### config.mk
export PLATFORM = sky130hd
export DESIGN_NAME = rr_arbiter_onehot
export DESIGN_NICKNAME = d
export VERILOG_FILES = /design/src/rtl/rr_arb_pkg.sv /design/src/rtl/rr_priority_select.sv /design/src/rtl/rr_arbiter_onehot.sv
export SDC_FILE = /design/constraint.sdc
export NUM_CORES = 1
export LEC_CHECK = 0
export CAP_MARGIN = 20
export CORE_MARGIN = 5
export CORE_UTILIZATION = 59
export DETAILED_ROUTE_END_ITERATION = 7
export DONT_BUFFER_PORTS = 1
export GPL_TIMING_DRIVEN = 1
export PLACE_DENSITY = 0.76
export SLEW_MARGIN = 20
export SYNTH_ARGS = -nofsm -noshare
export SYNTH_HDL_FRONTEND = slang
export SYNTH_SLANG_ARGS = --single-unit
### constraint.sdc
create_clock -name clk -period 1.8 [get_ports clk]
set_input_delay 0.18 -clock clk [delete_from_list [all_inputs] [get_ports clk]]
set_output_delay 0.18 -clock clk [all_outputs]
set_load 0.05 [all_outputs]
### src/rtl/rr_arb_pkg.sv
// Shared definitions for the round-robin arbiter and its downstream encoder checker.
// Holds the state encoding, a constant clog2 and a one-hot to index helper.
package rr_arb_pkg;

  localparam logic IDLE  = 1'b0;
  localparam logic GRANT = 1'b1;

  typedef enum logic {
    StIdle  = IDLE,
    StGrant = GRANT
  } arb_state_e;

  // Widest one-hot vector the index helper accepts; callers zero-extend.
  localparam int unsigned OhMaxW = 32;

  function automatic int unsigned clog2(input int unsigned value);
    int unsigned res;
    res = 0;
    for (int unsigned i = 0; i < 32; i++) begin
      if ((64'd1 << i) < 64'(value)) res = i + 1;
    end
    return res;
  endfunction

  // Returns the position of the highest set bit; 0 for an all-zero vector.
  function automatic int unsigned onehot_to_idx(input logic [OhMaxW-1:0] oh);
    int unsigned idx;
    idx = 0;
    for (int unsigned i = 0; i < OhMaxW; i++) begin
      if (oh[i]) idx = i;
    end
    return idx;
  endfunction

endpackage

### src/rtl/rr_priority_select.sv
// Circular priority pick: first set request at or after ptr, wrapping N-1 to 0.
// Built as a masked (>= ptr) and an unmasked lowest-index encoder.
module rr_priority_select
  import rr_arb_pkg::*;
#(
  parameter int unsigned N = 4,
  localparam int unsigned IDX_W = clog2(N)
) (
  input  logic [N-1:0]     req,
  input  logic [IDX_W-1:0] ptr,
  output logic [IDX_W-1:0] pick,
  output logic             any
);

  logic [N-1:0]     mask;
  logic [N-1:0]     masked;
  logic [IDX_W-1:0] pick_masked;
  logic [IDX_W-1:0] pick_unmasked;

  always_comb begin
    mask = '0;
    for (int unsigned i = 0; i < N; i++) begin
      mask[i] = (IDX_W'(i) >= ptr);
    end
    masked = req & mask;
  end

  // Scan downward so the lowest set index is the one left standing.
  always_comb begin
    pick_masked   = '0;
    pick_unmasked = '0;
    for (int i = int'(N) - 1; i >= 0; i--) begin
      if (masked[i]) pick_masked = IDX_W'(i);
      if (req[i])    pick_unmasked = IDX_W'(i);
    end
  end

  assign pick = (|masked) ? pick_masked : pick_unmasked;
  assign any  = |req;

endmodule

### src/rtl/rr_arbiter_onehot.sv
// Round-robin arbiter with registered one-hot grant, binary index, busy and a
// forced-release timeout. Every grant is followed by at least one idle cycle.
module rr_arbiter_onehot
  import rr_arb_pkg::*;
#(
  parameter int unsigned N        = 4,
  parameter int unsigned MAX_HOLD = 8,
  localparam int unsigned IDX_W   = clog2(N)
) (
  input  logic             clk,
  input  logic             rst,
  input  logic [N-1:0]     req,
  input  logic             rel,
  output logic [N-1:0]     gnt,
  output logic [IDX_W-1:0] gnt_idx,
  output logic             busy,
  output logic             timeout
);

  localparam int unsigned HOLD_W = clog2(MAX_HOLD + 1);

  if (N < 2 || (N & (N - 1)) != 0) begin : g_bad_n
    $error("N must be a power of two and at least 2");
  end
  if (MAX_HOLD < 2) begin : g_bad_hold
    $error("MAX_HOLD must be at least 2");
  end

  arb_state_e        state_q;
  logic [N-1:0]      gnt_q;
  logic [IDX_W-1:0]  gnt_idx_q;
  logic              busy_q;
  logic              timeout_q;
  logic [IDX_W-1:0]  ptr_q;
  logic [HOLD_W-1:0] hold_cnt_q;

  logic [IDX_W-1:0] pick;
  logic             any;
  logic             owner_req;
  logic             hold_max;
  logic             release_now;
  logic             forced;

  rr_priority_select #(
    .N(N)
  ) u_select (
    .req  (req),
    .ptr  (ptr_q),
    .pick (pick),
    .any  (any)
  );

  assign owner_req   = req[gnt_idx_q];
  assign hold_max    = (hold_cnt_q == HOLD_W'(MAX_HOLD));
  assign release_now = rel | ~owner_req | hold_max;
  // Only a pure hold-limit release counts as a timeout.
  assign forced      = hold_max & ~rel & owner_req;

  always_ff @(posedge clk) begin
    if (rst) begin
      state_q    <= StIdle;
      gnt_q      <= '0;
      gnt_idx_q  <= '0;
      busy_q     <= 1'b0;
      timeout_q  <= 1'b0;
      ptr_q      <= '0;
      hold_cnt_q <= '0;
    end else begin
      case (state_q)
        StIdle: begin
          timeout_q <= 1'b0;
          if (any) begin
            state_q    <= StGrant;
            gnt_q      <= N'(1) << pick;
            gnt_idx_q  <= pick;
            busy_q     <= 1'b1;
            hold_cnt_q <= HOLD_W'(1);
          end
        end
        StGrant: begin
          if (release_now) begin
            state_q    <= StIdle;
            gnt_q      <= '0;
            gnt_idx_q  <= '0;
            busy_q     <= 1'b0;
            timeout_q  <= forced;
            ptr_q      <= gnt_idx_q + IDX_W'(1);
            hold_cnt_q <= '0;
          end else begin
            hold_cnt_q <= hold_cnt_q + HOLD_W'(1);
          end
        end
        default: begin
          state_q <= StIdle;
          gnt_q   <= '0;
          busy_q  <= 1'b0;
        end
      endcase
    end
  end

  assign gnt     = gnt_q;
  assign gnt_idx = gnt_idx_q;
  assign busy    = busy_q;
  assign timeout = timeout_q;

endmodule

==> results of run 1 <==
==> sequential cells by signal (all words and copies together) (netlist names) <==
signal and flops:
state_q 1, busy 1, gnt_idx 2, ptr_q 2, gnt 4, hold_cnt_q 4, timeout 1
==> metrics by stage <==
stage | cells | hold slack, ns | worst slack, ns | area, um2
finish | 109 | 0.0419 | 0.186 | 892
global route | 109 | 0.0374 | 0.00882 | 892
CTS | 109 | 0.0387 | 0.193 | 892
detailed placement | 104 | 0.248 | 0.242 | 855
global placement | 104 | 0.248 | 0.265 | 855
floorplan | 85 | 0.452 | 0.0958 | 800
==> layer usage <==
metal	vias up	track usage	share of wire
li1	334	-	-
met1	307	0.248	0.46
met2	19	0.260	0.43
met3	5	0.0498	0.087
met4	0	0.116	0.019
met5	-	0	0
==> report_power, final <==
part | switching (mW) | leakage, nW | internal (mW) | total (mW)
logic | 0.0703 | 0.225 | 0.0641 | 0.134
registers | 0.0559 | 0.123 | 0.355 | 0.411
clock network | 0.115 | 0.0177 | 0.0828 | 0.198
total | 0.241 | 0.366 | 0.502 | 0.743
==> cell usage in the layout (no fill, tap or decap), types with 2 or more instances in the layout <==
| master | netlist | layout |
|---|---|---|
| dfxtp_1 | 15 | 14 |
| inv_1 | 8 | 8 |
| nand2_1 | 6 | 6 |
| buf_4 | 0 | 6 |
| nor2_1 | 5 | 5 |
| nor2b_1 | 4 | 4 |
| nand3_1 | 4 | 4 |
| o21ai_0 | 3 | 3 |
| a21oi_1 | 3 | 3 |
| clkbuf_4 | 0 | 3 |
| mux2_2 | 2 | 2 |
| a21bo_2 | 2 | 2 |
| o2bb2ai_1 | 2 | 2 |
| ha_1 | 2 | 2 |
==> kinds of logic (layout without fill, tap and decap cells) <==
family,Yosys count,after routing
xor gates and xnor gates,1,1
adders and majority gates,2,2
and+or+nand+nor,28,28
buffers and inverters,10,19
DFF,15,15
muxes,3,3
AOI/OAI and AO/OA,26,26
==> area by class of cell <==
class / count / area (um2)
repair buffers: 7 / 55.1
clock inverters: 1 / 5.00
fillers: 104 / 393
inverters: 8 / 30.0
clock buffers: 3 / 22.5
well taps: 15 / 18.8
flip-flops and latches: 15 / 302
multi-input cells: 60 / 459
==> what timing repair did <==
action                                 in CTS  in global routing
endpoints found under the hold margin       3                  0
gates resized for setup                     0                  0
hold buffers                                1                  0
==> path summary, 6_finish.rpt <==
path              cells past startpoint  slack (ns)           from             to
setup / recovery                      6        0.19  hold_cnt_q[0]  hold_cnt_q[2]
setup reg to reg                      6        0.19  hold_cnt_q[0]  hold_cnt_q[2]
hold reg to reg                       2        0.49  hold_cnt_q[3]  hold_cnt_q[3]
hold / removal                        2        0.04            rst       ptr_q[0]
==> critical path, delay by kind of cell (launching register included) <==
kind / cells / cell delay [ns]
AOI/OAI and AO/OA: 1 / 0.39
DFF: 1 / 0.41
and+or+nand+nor: 2 / 0.28
adders and majority gates: 1 / 0.19
buffers and inverters: 2 / 0.22
==> metrics, run 1 <==
PwrDens=833 mW/mm2; worst-path cell chain=inv_1 > ha_1 > nand3b_1 > buf_4 > nand3_1 > o311ai_0; clock edge transition at the registers on the reported setup and hold paths=0.09 ns; Avg Cell Area, Syn=9.39 um2; Synth async-reset ratio=0; RSZ-0062 raised after global routing=no; Startpoint Class=flip-flop; site row count=13; element type at the critical path end=flip-flop; remaining routing DRC violations=0; Total Power Consumption=0.743 mW; area leader, netlist=dfxtp_1; final weighted congestion in routability-driven placement=about 0.78; hold crit path type=in2reg; layout cell share with drive strength beyond 1=0.255; Static Leak=0.366 nW; initial cell density of the core=0.621; Worst Path Class, Setup=reg2reg; sequential cell area fraction in the yosys report=0.376; I/O pin count=15; drt pass-1 iters=4; die width=46.8 um; synthesized area=798 um2; Synth area leaders=dfxtp_1 (38%), inv_1 (3.8%), ha_1 (3.1%); Via-to-Cell Ratio=between 6 and 7; YS warnings=0; WL per Instance=15.4 um; Yosys reg bits=15; cell with the biggest individual delay on the critical path=dfxtp_1; number of antenna violations at the first check in global routing=0; total negative slack=0 ns; buffer cell driving the clock tree root=clkbuf_4; H-Tree Level Count=1; number of global-route vias before repair=655; via count=665; fin nets=between 100 and 150; parity-gate share of the synthesized area counting xor and xnor cells=0.0110; clock latency on the worst-skew pair=0.29 ns; overall overflow remaining after global route=0; number of input and output port buffers inserted=0; prevailing post-synth register cell=dfxtp_1; synthesized net count=94; worst relative slew slack=0.654; largest family of logic cells by synthesized area=compound AO/OA/AOI/OAI gates; fraction of the mapped netlist area in adder cells=0.0313; CP peak stage delay=0.41 ns; status=completed; synth cell count leaders=dfxtp_1 (15), inv_1 (8), nand2_1 (6); complex-gate fraction of the synthesized area=0.287; Max Clk Rate=slightly above 600 MHz; post-synthesis mux area share=0.0470; pins over their slew limit=0; floorplan die area=0.00219 mm2; global router's overall resource usage=0.184; utilization after layout=0.694; Num CTS Buffers=3; pin count of the biggest net entering global routing=11; TritonCTS clock tree=done; signed area change from the synthesized netlist to the final layout=11.8%; Clock Path Buffers=2; crit path max fanout=6; Crit path arrival time=1.78 ns; number of enable-type register cells in the synthesized netlist=0; crit path time final=1.61 ns; Worst EP required=1.97 ns; max-cap viol count=0; number of clock sinks=15; DP Wirelength=1250 um; setup-violating endpoint count in the final report=0; Final Routed Wirelength=1680 um; DRT iter0 DRCs=6; clock skew after layout=0.000944 ns; DIE HEIGHT=around 47 um; slew at the pin with the worst max-slew slack=0.519 ns; worst IR drop on VDD=between 0.6 and 0.7 mV; number of routed nets with antenna violations=0; final period utilization=0.896; simple logic cell fraction of the synthesized area=0.199; count of buffers added by post-CTS timing repair for setup=0; standard cell core area=0.00128 mm2; top cell type's share of synthesized area=0.376; most frequent cell after synthesis=dfxtp_1; final hold viol count=0; Syn Inst Count=85; first-pass GRT wire length=around 2800 um; count of cell types in the netlist=41; total inserted antenna cells=0
No activity file was read; power rests on OpenSTA's default activity.
==> run 2, diff against run 1 <==
CORE_ASPECT_RATIO = 0.9   (was unset)
CORE_UTILIZATION = 40   (was 59)
PLACE_DENSITY = 0.55   (was 0.76)
clock period = 1.98 ns   (was 1.8 ns; I/O delays follow)
==> run 2 against run 1 <==
Against the previous run: total power fell by 8.7%; combinational power decreased by 6%; via count is 0.90% lower; largest power group unchanged.
==> metrics, run 2 (synthesis gave the netlist of run 1 again) <==
Worst EP required=2.22 ns (was 1.97 ns); DP Wirelength=1230 um (was 1250 um); overall overflow remaining after global route=0 (unchanged); Max Clk Rate=609 MHz (was 620 MHz); die width=57.1 um (was 46.8 um); TritonCTS clock tree=done (unchanged); WHS=0.00972 ns (was 0.0419 ns); I/O pin count=15 (unchanged); layout cell share with drive strength beyond 1=0.228 (was 0.255); pins over their slew limit=0 (unchanged); pin count of the biggest net entering global routing=11 (unchanged); critical path launch point=hold_cnt_q[0] (unchanged); Comb power frac=0.186 (was 0.181); fin nets=102 (was 104); crit path max fanout=7 (was 6); standard cell core area=0.00191 mm2 (was 0.00128 mm2); buffer cell driving the clock tree root=clkbuf_4 (unchanged); hold crit path type=in2reg (unchanged); commonest non-fill, non-tap cell in the layout=dfxtp_1 (unchanged); number of input and output port buffers inserted=0 (unchanged); leading cell types in the layout, fill and taps excluded=dfxtp_1 (15), inv_1 (8), nand2_1 (6), nor2_1 (5) (was dfxtp_1 (14), inv_1 (8), nand2_1 (6), buf_4 (6), nor2_1 (5)); number of global-route vias before repair=619 (was 655); via count=659 (was 665); Via-to-Cell Ratio=5.63 (was 6.10); Static Leak=0.356 nW (was 0.366 nW); clock edge transition at the registers on the reported setup and hold paths=0.09 ns (about the same); final hold viol count=0 (unchanged); internal power=0.456 mW (was 0.502 mW); max-cap viol count=0 (unchanged); Finished Layout Cells=117 (was 109); global router's overall resource usage=0.131 (was 0.184); crit path time final=1.64 ns (was 1.61 ns); CP peak stage delay=0.41 ns (about the same); worst IR drop on VDD=0.593 mV (was 0.612 mV); PwrDens=763 mW/mm2 (was 833 mW/mm2); Worst Hold Launch=rst (unchanged); Crit path arrival time=1.89 ns (was 1.78 ns); clock skew after layout=0.00233 ns (was 0.000944 ns); floorplan die area=0.00299 mm2 (was 0.00219 mm2); sw frac=0.328 (was 0.325); final period utilization=0.829 (was 0.896); filler cell count in the final layout=204 (was 104); H-Tree Level Count=1 (unchanged); total inserted antenna cells=0 (unchanged); clock latency on the worst-skew pair=0.29 ns (about the same); number of routed nets with antenna violations=0 (unchanged); worst-path cell chain=inv_1 > ha_1 > nand3b_1 > nand3_1 > a2111oi_0 > a21o_1 (was inv_1 > ha_1 > nand3b_1 > buf_4 > nand3_1 > o311ai_0); Startpoint Class=flip-flop (unchanged); signed area change from the synthesized netlist to the final layout=11.3% (was 11.8%); final setup margin=0.339 ns (was 0.186 ns); Clock Path Buffers=2 (unchanged); NetSw=0.222 mW (was 0.241 mW); number of clock sinks=15 (unchanged); startpoint of the lowest-slack register-to-register path=hold_cnt_q[0] (unchanged); total negative slack=0 ns (unchanged); Worst Path Class, Setup=reg2reg (unchanged); setup-violating endpoint count in the final report=0 (unchanged); number of antenna violations at the first check in global routing=0 (unchanged); initial cell density of the core=0.417 (was 0.621); sequential fraction of design power=0.546 (was 0.553); Final Routed Wirelength=1700 um (was 1680 um); part of the power in the clock network=0.268 (was 0.266); WL per Instance=14.5 um (was 15.4 um); drt pass-1 iters=4 (unchanged); Crit path max-delay family=compound AO/OA/AOI/OAI gates (was flip-flops); RSZ-0062 raised after global routing=no (unchanged); DRT iter0 DRCs=28 (was 6); Post-Place Cells=112 (was 104); slew at the pin with the worst max-slew slack=0.544 ns (was 0.519 ns); site row count=15 (was 13); count of buffers added by post-CTS timing repair for setup=0 (unchanged); cell with the biggest individual delay on the critical path=a2111oi_0 (was dfxtp_1); worst relative slew slack=0.634 (was 0.654); utilization after layout=0.464 (was 0.694); combined buffer and inverter count along the critical path=1 (was 2); element type at the critical path end=flip-flop (unchanged); first-pass GRT wire length=2920 um (was 2820 um); DIE HEIGHT=52.4 um (was 46.8 um); remaining routing DRC violations=0 (unchanged); status=completed (unchanged); final weighted congestion in routability-driven placement=0.730 (was 0.777); post-place setup slack=0.368 ns (was 0.242 ns); Num CTS Buffers=3 (unchanged)
[run 2: cell types whose count changed in the layout (fill, tap and decap cells not counted), sizes merged]
cell,previous run,this run
buf,6,4
[run 2: area by class of cell]
cell class / instances / area (um2) / area share
Clock buffer: 3 / 22.5 / 0.0254
Inverter: 8 / 30.0 / 0.0338
Clock inverter: 1 / 5.00 / 0.00563
Timing Repair Buffer: 5 / 40.0 / 0.0451
Tap cell: 25 / 31.3 / 0.0352
Multi-Input combinational cell: 60 / 459 / 0.517
Sequential cell: 15 / 300 / 0.338
[run 2: worst paths after layout]
path / end / slack, ns / cells past startpoint
worst min register to register: hold_cnt_q[0] / 0.50 / 1
worst max register to register: gnt_idx[0] / 0.34 / 6
worst max-delay path: gnt_idx[0] / 0.34 / 6
worst min-delay path: hold_cnt_q[0] / 0.01 / 1
[run 2: through the flow]
| step | area, um2 | total power [mW] |
|---|---|---|
| 6_report | 888 | 0.678 |
| 3_3_place_gp | 851 | 0.500 |
| 2_1_floorplan | 798 | 0.472 |
| 5_1_grt | 888 | 0.720 |
| 3_5_place_dp | 851 | 0.501 |
| 4_1_cts | 888 | 0.687 |
[run 2: metal layers]
layer,GRT usage,wire (um),part of all wire
met5,0,0,0
met4,0.100,44,0.026
met3,0.0542,178,0.10
met2,0.163,625,0.37
met1,0.174,850,0.50
[run 2: worst reg2reg max path: cells and delay by family, from the launching register on]
family	cells	cell delay, ns
compound gates	2	0.53
simple gates	2	0.42
flops	1	0.40
fa+ha+maj	1	0.19
buf+inv	1	0.06
[run 2: timing repair]
item                                   CTS  global route
hold buffers                             1             0
endpoints found under the hold margin    2             0
resized for setup                        0             0
[run 2: power groups by stage]
stage          combinational [mW]  clock, mW  sequential, mW
4_1_cts                     0.126      0.190           0.371
2_1_floorplan              0.0894          0           0.383
3_3_place_gp                0.123          0           0.377
6_report                    0.126      0.182           0.370
3_5_place_dp                0.123          0           0.378
5_1_grt                     0.138      0.206           0.375
==> variant 1, RTL diff (settings of run 1) <==
`N` is set to 4 in 2 places; all go to 8.
--- a/src/rtl/rr_priority_select.sv
+++ b/src/rtl/rr_priority_select.sv
@@ -3,7 +3,7 @@
 module rr_priority_select
   import rr_arb_pkg::*;
 #(
-  parameter int unsigned N = 4,
+  parameter int unsigned N = 8,
   localparam int unsigned IDX_W = clog2(N)
 ) (
   input  logic [N-1:0]     req,
--- a/src/rtl/rr_arbiter_onehot.sv
+++ b/src/rtl/rr_arbiter_onehot.sv
@@ -3,7 +3,7 @@
 module rr_arbiter_onehot
   import rr_arb_pkg::*;
 #(
-  parameter int unsigned N        = 4,
+  parameter int unsigned N        = 8,
   parameter int unsigned MAX_HOLD = 8,
   localparam int unsigned IDX_W   = clog2(N)
 ) (
Interface: changed (resized gnt, gnt_idx and req); port bits go from 15 to 24. The function was not compared with the original's and may differ.
==> variant 1 against run 1 <==
- the flow now finishes with violations (negative hold slack, negative setup slack)
- critical endpoint is now ptr_q[0]$_SDFFE_PP0P_
- critical path depth increased by 1
- sequential power increased by 33%
- final cell count increased by 67%
- routed wire length increased by 76%
- worst setup slack got worse by 0.22 ns
- critical path type unchanged
- total power increased by 36%
- area after synthesis increased by 49%
- sequential cell count increased by 6
- largest cell class unchanged
- cell area increased by 63%
==> variant 1: results (changes against run 1) <==
| Metric | Value |
|---|---|
| Final hold slack | `-0.0797 ns (-0.122 ns)` |
| Status | `finished with violations` |
| Setup_tns | `-0.0755 ns (-0.0755 ns)` |
| Hpwl dp | `2.28 mm (+83%)` |
| Routing usage on met2 | `39.2% (+13 points)` |
| Total CTS buffers | `3 (unchanged)` |
| Layout cells sized above 1 | `33.5% (+8.0 points)` |
| Sequential element share of the synthesized area | `35.4% (-2.2 points)` |
| Largest register FFs | `8` |
| Commonest cells post-synth | `21 x dfxtp_1, 17 x nor2_1, 11 x nand2_1, 8 x a21oi_1` |
| Clock Root Buffer | `clkbuf_4` |
| Final GP Congestion | `0.831 (+7.0%)` |
| Max VDD drop | `0.493 mV (-19%)` |
| # fillers | `157 (+51%)` |
| Delay-heaviest family, CP | `multiplexers` |
| Arrival @ worst endpoint | `2.07 ns (+0.29 ns)` |
| Yosys cell types | `47 (+15%)` |
| DRT Pass-1 Iters | `4 (unchanged)` |
| Met2 WL post-DR | `1.47 mm (+100%)` |
| Gr usage total | `23.0% (+4.5 points)` |
| Deepest clock path buffer count | `2 (unchanged)` |
| Met3 Track Usage GR | `7.63% (+2.6 points)` |
| Reg clk slew, reported paths | `0.11 ns (+0.02 ns)` |
| Avg Inst Size Synth | `9.00 um^2 (-4.2%)` |
| WL met3 | `176 um (+21%)` |
| Critical path peak fanout | `5 (-1)` |
| Wl on met1 | `1.26 mm (+64%)` |
| Placed cell count | `176 (+69%)` |
| Layout Skew | `0.00215 ns (+0.00120 ns)` |
| Nets | `170 (+63%)` |
| CP Buf/Inv Count | `1 (-1)` |
| Mapped Nets | `146 (+55%)` |
| Setup violations, final | `6 (+6)` |
| Clock Latency Late Sink | `0.29 ns (about the same)` |
| Final hold viol count | `6 (+6)` |
| Routed wire length | `2.94 mm (+76%)` |
| Ys async rst share | `0% (unchanged)` |
| Leak | `0.592 nW (+62%)` |
| Worst path slowest cell | `mux4_2` |
| Global-route wire length before repair | `4.95 mm (+76%)` |
| Pin count of the biggest net entering global routing | `12 (+1)` |
| Yosys warns | `0 (unchanged)` |
| Post-DR wirelength/cell | `16.2 um (+5.2%)` |
| Via density | `5.90 (-3.4%)` |
| Pre-CTS WS | `-0.0996 ns (-0.341 ns)` |
| Failing checks | `negative hold slack, negative setup slack` |
| Starting DRC count in detailed routing | `30 (+24)` |
| Slew HR | `65.0% (-0.33 points)` |
| Placed Instance Area | `1370 um^2 (+61%)` |
| Crit-path max cell delay | `0.48 ns (+0.07 ns)` |
| Met1 usage | `26.4% (+1.6 points)` |
| Final WS setup | `-0.0333 ns (-0.220 ns)` |
| Synth area leaders | `dfxtp_1 35%, nor2_1 5.4%, mux4_1 4.4%` |
[variant 1: area by class of cell]
type	count	area (um^2)	share of cell area (%)
Clock buffer	4	26.3	1.80
Inverter	5	18.8	1.29
Multi-Input combinational cell	104	774	53.2
Sequential cell	21	429	29.5
Tap cell	27	33.8	2.32
Timing Repair Buffer	21	174	11.9
[variant 1: timing repair]
| action | 4_1_cts | 5_1_grt |
|---|---|---|
| pin swaps | 0 | 8 |
| setup buffers | 1 | 2 |
| resized for setup | 6 | 9 |
| setup endpoints to repair | 12 | 19 |
| cloned | 0 | 0 |
| hold endpoints to repair | 6 | 6 |
[variant 1: final timing paths]
check	start	end	slack (ns)	cells after the start
worst max-delay path	gnt_idx[0]$_SDFFE_PP0P_	ptr_q[0]$_SDFFE_PP0P_	-0.03	7
worst max register to register	gnt_idx[0]$_SDFFE_PP0P_	ptr_q[0]$_SDFFE_PP0P_	-0.03	7
worst min register to register	hold_cnt_q[2]$_SDFFE_PP0P_	hold_cnt_q[2]$_SDFFE_PP0P_	0.50	2
worst min-delay path	rst	ptr_q[0]$_SDFFE_PP0P_	-0.08	1
[variant 1: report_power, final]
group / total (mW) / internal, mW / switching (mW)
Sequential: 0.548 / 0.489 / 0.0590
Clock: 0.218 / 0.0862 / 0.132
Combinational: 0.241 / 0.119 / 0.122
Total: 1.01 / 0.694 / 0.314
[variant 1: logic make-up (layout without fill, tap and decap cells)]
| family | after synthesis | in the layout | share of synthesized area (%) |
|---|---|---|---|
| buf+inv | 7 | 30 | 2.32 |
| fa+ha+maj | 3 | 3 | 3.16 |
| xor+xnor | 2 | 2 | 1.48 |
| flops | 21 | 21 | 35.4 |
| simple gates | 57 | 57 | 26.0 |
| mux | 6 | 6 | 8.22 |
| compound gates | 36 | 36 | 23.4 |
==> variant 2, RTL diff (settings of run 1) <==
Made on the original files. Reset style: asynchronous (`rst`), changed in one clocked block.
--- a/src/rtl/rr_arbiter_onehot.sv
+++ b/src/rtl/rr_arbiter_onehot.sv
@@ -56,7 +56,7 @@
   // Only a pure hold-limit release counts as a timeout.
   assign forced      = hold_max & ~rel & owner_req;
 
-  always_ff @(posedge clk) begin
+  always_ff @(posedge clk or posedge rst) begin
     if (rst) begin
       state_q    <= StIdle;
       gnt_q      <= '0;
Check against the original RTL: differs if rst is asserted again (counterexample within 4 cycles, from zero or initial values and one cycle with rst high); with rst held inactive, the same outputs for 10 cycles.
==> variant 2 against run 1 <==
- non-clock buffer count fell by 1
- worst setup slack got worse by 0.0094 ns
- routed wire length fell by 7.0%
- die area rose by 2.7%
- cell area rose by 2.2%
- count of clock-buffer cells in the layout rose by 1
- area after synthesis rose by 3.4%
- final cell count fell by 8.3%
- global-route usage fell by 0.63 points
- sequential cell count did not move
Power is not compared: it rests on default switching activity, and its combinational part moved more than twofold at a synthesized area within 25%.
==> variant 2: results (changes against run 1) <==
| Metric | Value |
|---|---|
| Nets | `95 (-8.7%)` |
| Gr usage total | `17.8% (-0.63 points)` |
| DRT Pass-1 Iters | `5 (+1)` |
| Status | `completed` |
| Routed wire length | `1.56 mm (-7.0%)` |
| # fillers | `97 (-6.7%)` |
| Worst hold path type | `in -> reg` |
| Yosys cell types | `32 (-22%)` |
| Layout Skew | `0.00389 ns (+0.00294 ns)` |
| Pin count of the biggest net entering global routing | `16 (+5)` |
| Synth area leaders | `dfrtp_1 45%, a32o_1 4.8%, nor2_1 4.1%` |
| Commonest cells post-synth | `15 x dfrtp_1, 9 x nor2_1, 5 x inv_1` |
| Area leader, netlist | `dfrtp_1` |
| Final GP Congestion | `0.791 (+1.8%)` |
| Critical path peak fanout | `7 (+1)` |
| Mapped Nets | `85 (-9.6%)` |
| Starting DRC count in detailed routing | `10 (+4)` |
| Post-CTS Setup Inserts | `0 (unchanged)` |
| Via density | `6.09 (-0.18%)` |
| Clock Root Buffer | `clkbuf_4` |
| Worst path slowest cell | `dfrtp_2` |
| Post-synth top flop | `dfrtp_1` |
| Ys async rst share | `100% (+100 points)` |
| Pre-CTS WS | `0.190 ns (-0.0518 ns)` |
| Layout cells sized above 1 | `16.5% (-9.1 points)` |
| Crit-path max cell delay | `0.45 ns (+0.04 ns)` |
| Hpwl dp | `1.22 mm (-2.2%)` |
| Global-route wire length before repair | `2.80 mm (-0.50%)` |
| Placed Instance Area | `876 um^2 (+2.5%)` |
| Number of global-route vias before repair | `631 (-3.7%)` |
| Delay-heaviest family, CP | `compound AO/OA/AOI/OAI gates` |
| Leak | `0.399 nW` |
==> variant 2: per-stage QoR <==
step                instances  util, %  total power, mW
floorplan                  76        -             1.22
global placement           95     66.5             1.36
detailed placement         95     66.5             1.38
CTS                       100     69.2             1.57
global route              100     69.2             1.68
finish                    100     69.2             1.56
==> variant 2: final cells by class <==
class	count	share of cell area (%)
flip-flops and latches	15	41.3
multi-input cells	55	46.5
clock buffers	4	2.88
well taps	15	2.06
repair buffers	6	5.21
inverters	5	2.06
==> variant 2: power by group through the flow <==
stage                     sequential (mW)  combinational (mW)  clock, mW
after CTS                           0.725               0.654      0.190
final                               0.724               0.651      0.188
after floorplan                     0.786               0.438          0
after global placement              0.724               0.639          0
after global routing                0.747               0.716      0.214
after detailed placement            0.732               0.651          0
==> variant 2: metal layers <==
layer	up-vias	global-route usage, %	wire (um)
met5	-	0	0
met4	0	6.63	12
met3	2	5.26	90
met2	13	27.3	715
met1	292	23.8	741
li1	302	-	-
==> variant 2: final timing paths <==
kind                                        start  cells after the start                      to  slack [ns]
min in group asynchronous                     rst                      2      gnt[2]$_DFFE_PP0P_        0.38
hold reg to reg            gnt_idx[0]$_DFFE_PP0P_                      1    ptr_q[0]$_DFFE_PP0P_        0.54
hold / removal                             req[0]                      2        busy$_DFFE_PP0P_        0.12
max in group asynchronous                     rst                      2  gnt_idx[0]$_DFFE_PP0P_        1.03
setup / recovery           gnt_idx[0]$_DFFE_PP0P_                      4  gnt_idx[0]$_DFFE_PP0P_        0.18
setup reg to reg           gnt_idx[0]$_DFFE_PP0P_                      4  gnt_idx[0]$_DFFE_PP0P_        0.18
==> variant 2: kinds of logic after synthesis <==
group / share of synthesized area, %
fa+ha+maj: 3.03
flops: 45.5
simple gates: 14.8
buf+inv: 3.18
mux: 6.97
xor+xnor: 2.12
compound gates: 24.4
